`src/rtl/fetch_stage.sv`:
```
// Instruction fetch stage: one outstanding imem read, registered output with a one-entry skid.
// Optional feature macro IF_SQUASH_CNT_EN adds the squash_cnt output counting redirect-dropped responses.
module fetch_stage #(
  parameter logic [31:0] RESET_PC = 32'h0000_0000
) (
  input  logic        clk,
  input  logic        rst_n,
  input  logic        stall,
  input  logic        redirect,
  input  logic [31:0] redirect_pc,
  output logic        imem_req,
  output logic [31:0] imem_addr,
  input  logic [31:0] imem_rdata,
  output logic [31:0] ins,
  output logic [31:0] ins_pc,
  output logic        ins_valid
`ifdef IF_SQUASH_CNT_EN
  ,
  output logic [15:0] squash_cnt
`endif
);

  // Handshake: ins/ins_pc are offered while ins_valid=1; decode takes the word on an
  // edge where stall=0 (stall acts as !ready), otherwise the word is held unchanged.

  logic [31:0] r_pc;
  logic        r_inflight;
  logic [31:0] r_inflight_pc;
  logic        r_skid_valid;
  logic [31:0] r_skid_ins;
  logic [31:0] r_skid_pc;
  logic [31:0] r_ins;
  logic [31:0] r_ins_pc;
  logic        r_ins_valid;
  logic        w_req;

  assign w_req     = rst_n & ~stall & ~redirect;
  assign imem_req  = w_req;
  assign imem_addr = r_pc;
  assign ins       = r_ins;
  assign ins_pc    = r_ins_pc;
  assign ins_valid = r_ins_valid;

  always_ff @(posedge clk or negedge rst_n) begin
    if (!rst_n) begin
      r_pc          <= RESET_PC;
      r_inflight    <= 1'b0;
      r_inflight_pc <= 32'h0;
      r_skid_valid  <= 1'b0;
      r_skid_ins    <= 32'h0;
      r_skid_pc     <= 32'h0;
      r_ins         <= 32'h0;
      r_ins_pc      <= 32'h0;
      r_ins_valid   <= 1'b0;
    end else begin
      if (redirect) begin
        r_pc <= redirect_pc;
      end else if (w_req) begin
        r_pc <= r_pc + 32'd4;
      end

      r_inflight <= w_req;
      if (w_req) begin
        r_inflight_pc <= r_pc;
      end

      // A stalled response parks in the skid; since stall also blocks new requests,
      // the skid always drains before the next response can arrive.
      if (redirect) begin
        r_skid_valid <= 1'b0;
        r_ins_valid  <= 1'b0;
      end else if (stall) begin
        if (r_inflight) begin
          r_skid_valid <= 1'b1;
          r_skid_ins   <= imem_rdata;
          r_skid_pc    <= r_inflight_pc;
        end
      end else if (r_inflight) begin
        r_ins       <= imem_rdata;
        r_ins_pc    <= r_inflight_pc;
        r_ins_valid <= 1'b1;
      end else if (r_skid_valid) begin
        r_ins        <= r_skid_ins;
        r_ins_pc     <= r_skid_pc;
        r_ins_valid  <= 1'b1;
        r_skid_valid <= 1'b0;
      end else begin
        r_ins_valid <= 1'b0;
      end
    end
  end

`ifdef IF_SQUASH_CNT_EN
  logic [15:0] r_squash_cnt;

  always_ff @(posedge clk or negedge rst_n) begin
    if (!rst_n) begin
      r_squash_cnt <= 16'h0;
    end else if (redirect && r_inflight && (r_squash_cnt != 16'hFFFF)) begin
      r_squash_cnt <= r_squash_cnt + 16'd1;
    end
  end

  assign squash_cnt = r_squash_cnt;
`endif

endmodule

```
`config.mk`:
```
export PLATFORM = sky130hd
export DESIGN_NAME = fetch_stage
export DESIGN_NICKNAME = d
export VERILOG_FILES = /design/src/rtl/fetch_stage.sv
export SDC_FILE = /design/constraint.sdc
export NUM_CORES = 1
export LEC_CHECK = 0
export CAP_MARGIN = 0
export CORE_AREA = 2 2 165 167
export CTS_CLUSTER_DIAMETER = 200
export CTS_CLUSTER_SIZE = 20
export DETAILED_ROUTE_END_ITERATION = 12
export DIE_AREA = 0 0 167 169
export SYNTH_ARGS = -nofsm -noshare
export SYNTH_HDL_FRONTEND = slang
export SYNTH_SLANG_ARGS = --single-unit
```
`constraint.sdc`:
```
create_clock -name clk -period 1.8 [get_ports clk]
set_clock_uncertainty 0.15 [all_clocks]
set_input_delay 0.54 -clock clk [delete_from_list [all_inputs] [get_ports clk]]
set_output_delay 0.54 -clock clk [all_outputs]
set_load 0.005 [all_outputs]
```
==> qor.csv, run 1 <==
stage,metric,value,unit
outcome,run status,"finished, violations left",
outcome,failing checks,setup timing,
synthesis,commonest cells in the synthesized netlist,"dfrtp_1 (195), mux2_2 (100), a21oi_1 (65), mux2i_1 (65), nor2_1 (65)",
synthesis,leading register cell type out of synthesis,dfrtp_1,
synthesis,post-synthesis cell type count,37,
detailed_routing,via count,6228,
setup_path,CP Class,flop to flop,
clock_network,CTS Buf Count,17,
synthesis,ys async rst share,1.00,
place,hpwl dp,14300,µm
final_layout,Antenna Cells,0,
synthesis,"top cells by area, synth","dfrtp_1 (58%), mux2_2 (13%), mux2i_1 (7.8%)",
timing,FMAX,503,MHz
clock_network,CTS Buffer Depth,2,
global_route,GRT Util Overall,0.155,
timing,max-slew violation count,0,
setup_path,Worst setup EP type,flop,
timing,unrepaired setup endpoints after global routing,true,
timing,Final Hold Vio Count,0,
clock_network,clk_lat worst skew,0.43,ns
final_layout,fin cells,1332,
synthesis,Synth Net Count,756,
global_route,largest net degree at the start of global routing,69,
final_layout,Layout Utilization,0.462,
clock_network,CTS tree,yes,
global_route,first-pass GRT wire length,34700,µm
synthesis,Seq cells post-synth,195,
setup_path,worst path required time,1.97,ns
detailed_routing,1st-iter DRT viols,355,
synthesis,Ys Warns,0,
synthesis,most numerous cell in the Yosys netlist,dfrtp_1,
clock_network,H-tree Lvls,4,
detailed_routing,"wirelength, routed",21500,µm
final_layout,layout cells sized above 1,0.344,
synthesis,"Avg Cell Area, Syn",12.2,µm²
clock_network,Clock Tree Root,clkbuf_16,
detailed_routing,DRT Pass-1 Iters,4,
place,gpl congestion,0.778,
clock_network,CTS Sinks,195,
power,P_leak,5.44,nW
die,Die Wd,167,µm
timing,Slew HR,0.570,
detailed_routing,Avg WL per Cell,16.2,µm
final_layout,Synth-to-Final Area Change,46.5,%
timing,final setup fails,17,
timing,Tmin final,1.99,ns
die,Die H,169,µm
die,Core Rows,60,
die,io pins,166,
die,Starting Density,0.315,
die,DIE AREA,28200,µm²
synthesis,"EDFF count, synth",0,
power,Power per Cell Area,1060,nW/µm²
timing,Final Worst Setup Slack,-0.187,ns
job,max_cap viols,0,
timing,fin crit share,1.10,
synthesis,sequential-to-total area share from yosys stat,0.584,
power,worst IR drop on VDD,0.517,mV
global_route,grt ovf,0,
final_layout,Total Nets Final,1047,
setup_path,reg-to-reg startpoint,imem_addr[2],
final_layout,Final Cell Area,12200,µm²
timing,Fin Setup TNS,-1.26,ns
clock_network,clock slew at reported path FFs,0.08,ns
setup_path,crit path from,imem_addr[2],
detailed_routing,DRC Markers,0,
timing,actual slew at the worst max-slew pin,0.645,ns
setup_path,data arrival time of the critical path,2.16,ns
global_route,vias in the first global route,6308,
detailed_routing,Routed Antenna Nets,0,
place,DP Area,10900,µm²
synthesis,post-synth top area share,0.584,
final_layout,Filler cells,2431,
place,Port-buffer cells,165,
timing,hold slack,0.0940,ns
synthesis,synthesized netlist cell count,687,
place,placed cells,1221,
die,core box area,26500,µm²
hold_path,Hold WC Path Type,primary input to asynchronous set/reset pin,
global_route,initial antenna violation count,0,
synthesis,area of the mapped netlist,8350,µm²
detailed_routing,Vias/cell,4.68,
synthesis,post-synth top area cell,dfrtp_1,
setup_path,startpoint types,flop,
setup_path,CP max FO,2,
## routing by layer
metal / vias to the layer above / global-route usage / part of all wire
met1: 3057 / 0.214 / 0.47
li1: 2996 / - / -
met5: - / 0 / 0
met4: 0 / 0.0446 / 0.016
met2: 149 / 0.250 / 0.47
met3: 26 / 0.0309 / 0.045
## report_power, final
part / switching [mW] / internal [mW]
Combinational: 1.26 / 2.04
Clock: 1.84 / 1.84
Sequential: 0.566 / 5.45
## kinds of logic after synthesis
logic type               Yosys count  synth area share
flip-flops                       195             0.584
multiplexers                     165             0.213
adder cells (fa/ha/maj)            1           0.00150
buffers and inverters             45            0.0238
XOR/XNOR                          22            0.0231
AND/OR/NAND/NOR                  160            0.0921
AO/OA/AOI/OAI                     99            0.0623
## metrics by stage
step                total power [mW]  setup WS, ns
floorplan                       7.40        -0.206
global placement                9.18        -0.793
detailed placement              9.26        -0.845
CTS                             12.9        -0.190
global route                    13.8        -0.259
finish                          13.0        -0.187
## final timing paths
check | to | slack (ns) | cells past startpoint
worst max register to register | imem_addr[30] | -0.19 | 6
worst max-delay path | imem_addr[30] | -0.19 | 6
max in group asynchronous | imem_addr[28] | 0.42 | 3
worst min-delay path | r_skid_pc[18] | 0.09 | 2
min in group clk | ins_valid | 0.33 | 1
worst min register to register | ins_valid | 0.33 | 1
## state kept, by name, summed over array words and instances, names as in the netlist
signal	count
imem_addr	32
ins	32
ins_pc	32
ins_valid	1
r_inflight	1
r_inflight_pc	32
r_skid_ins	32
r_skid_pc	32
r_skid_valid	1
## area by class of cell
cell class,count,area (µm²),share of cell area
tap,341,427,0.0349
multi-input combinational,447,3440,0.281
timing repair buffer,316,2910,0.238
clock inverter,15,143,0.0117
clock buffer,17,425,0.0348
sequential,195,4880,0.399
inverter,1,3.75,0.000307
## timing repair
item                                   in CTS  in global routing
pin swaps                                  31                 15
setup buffers                              59                 30
setup endpoints to repair                 216                 79
hold buffers                                1                  0
gates resized for setup                   264                 71
endpoints found under the hold margin      17                  0
## critical path, cell delays in order (launching register included)
cell and delay [ns]:
dfrtp_1 0.37, ha_2 0.20, and3_4 0.18, nand4_1 0.12
or4_4 0.54, nand2b_4 0.15, a31o_1 0.16
## cell usage in the layout (no fill, tap or decap), drive strengths merged, types with 2 or more instances in the layout
cell           netlist  final
o21ai               27     27
nand2               39     39
nand2b               2      2
mux2i               65     65
nor2                65     65
dfrtp              195    195
clkinv               0      3
clkdlybuf4s15        0     55
dlygate4sd2          0     18
nand3               11     11
o311ai               3      3
mux2               100    100
nor3                 5      5
inv                  1      8
or4                  2      2
buf                 11    175
nor4                 2      2
and3                 9      9
a21oi               65     65
nand4               10     10
and4                 4      4
clkinvlp             0      5
clkdlybuf4s50        0     64
clkbuf              33     20
xor2                13     13
nor2b                6      6
xnor2                9      9
Note: power is estimated with default switching activity, not from simulation.
==> inputs of run 2 (changes only) <==
- CTS_CLUSTER_SIZE: 20 -> not set
- HOLD_SLACK_MARGIN: not set -> 0.12
==> results of run 2 <==
The final DEF is identical to that of run 1; final timing and power are the same.
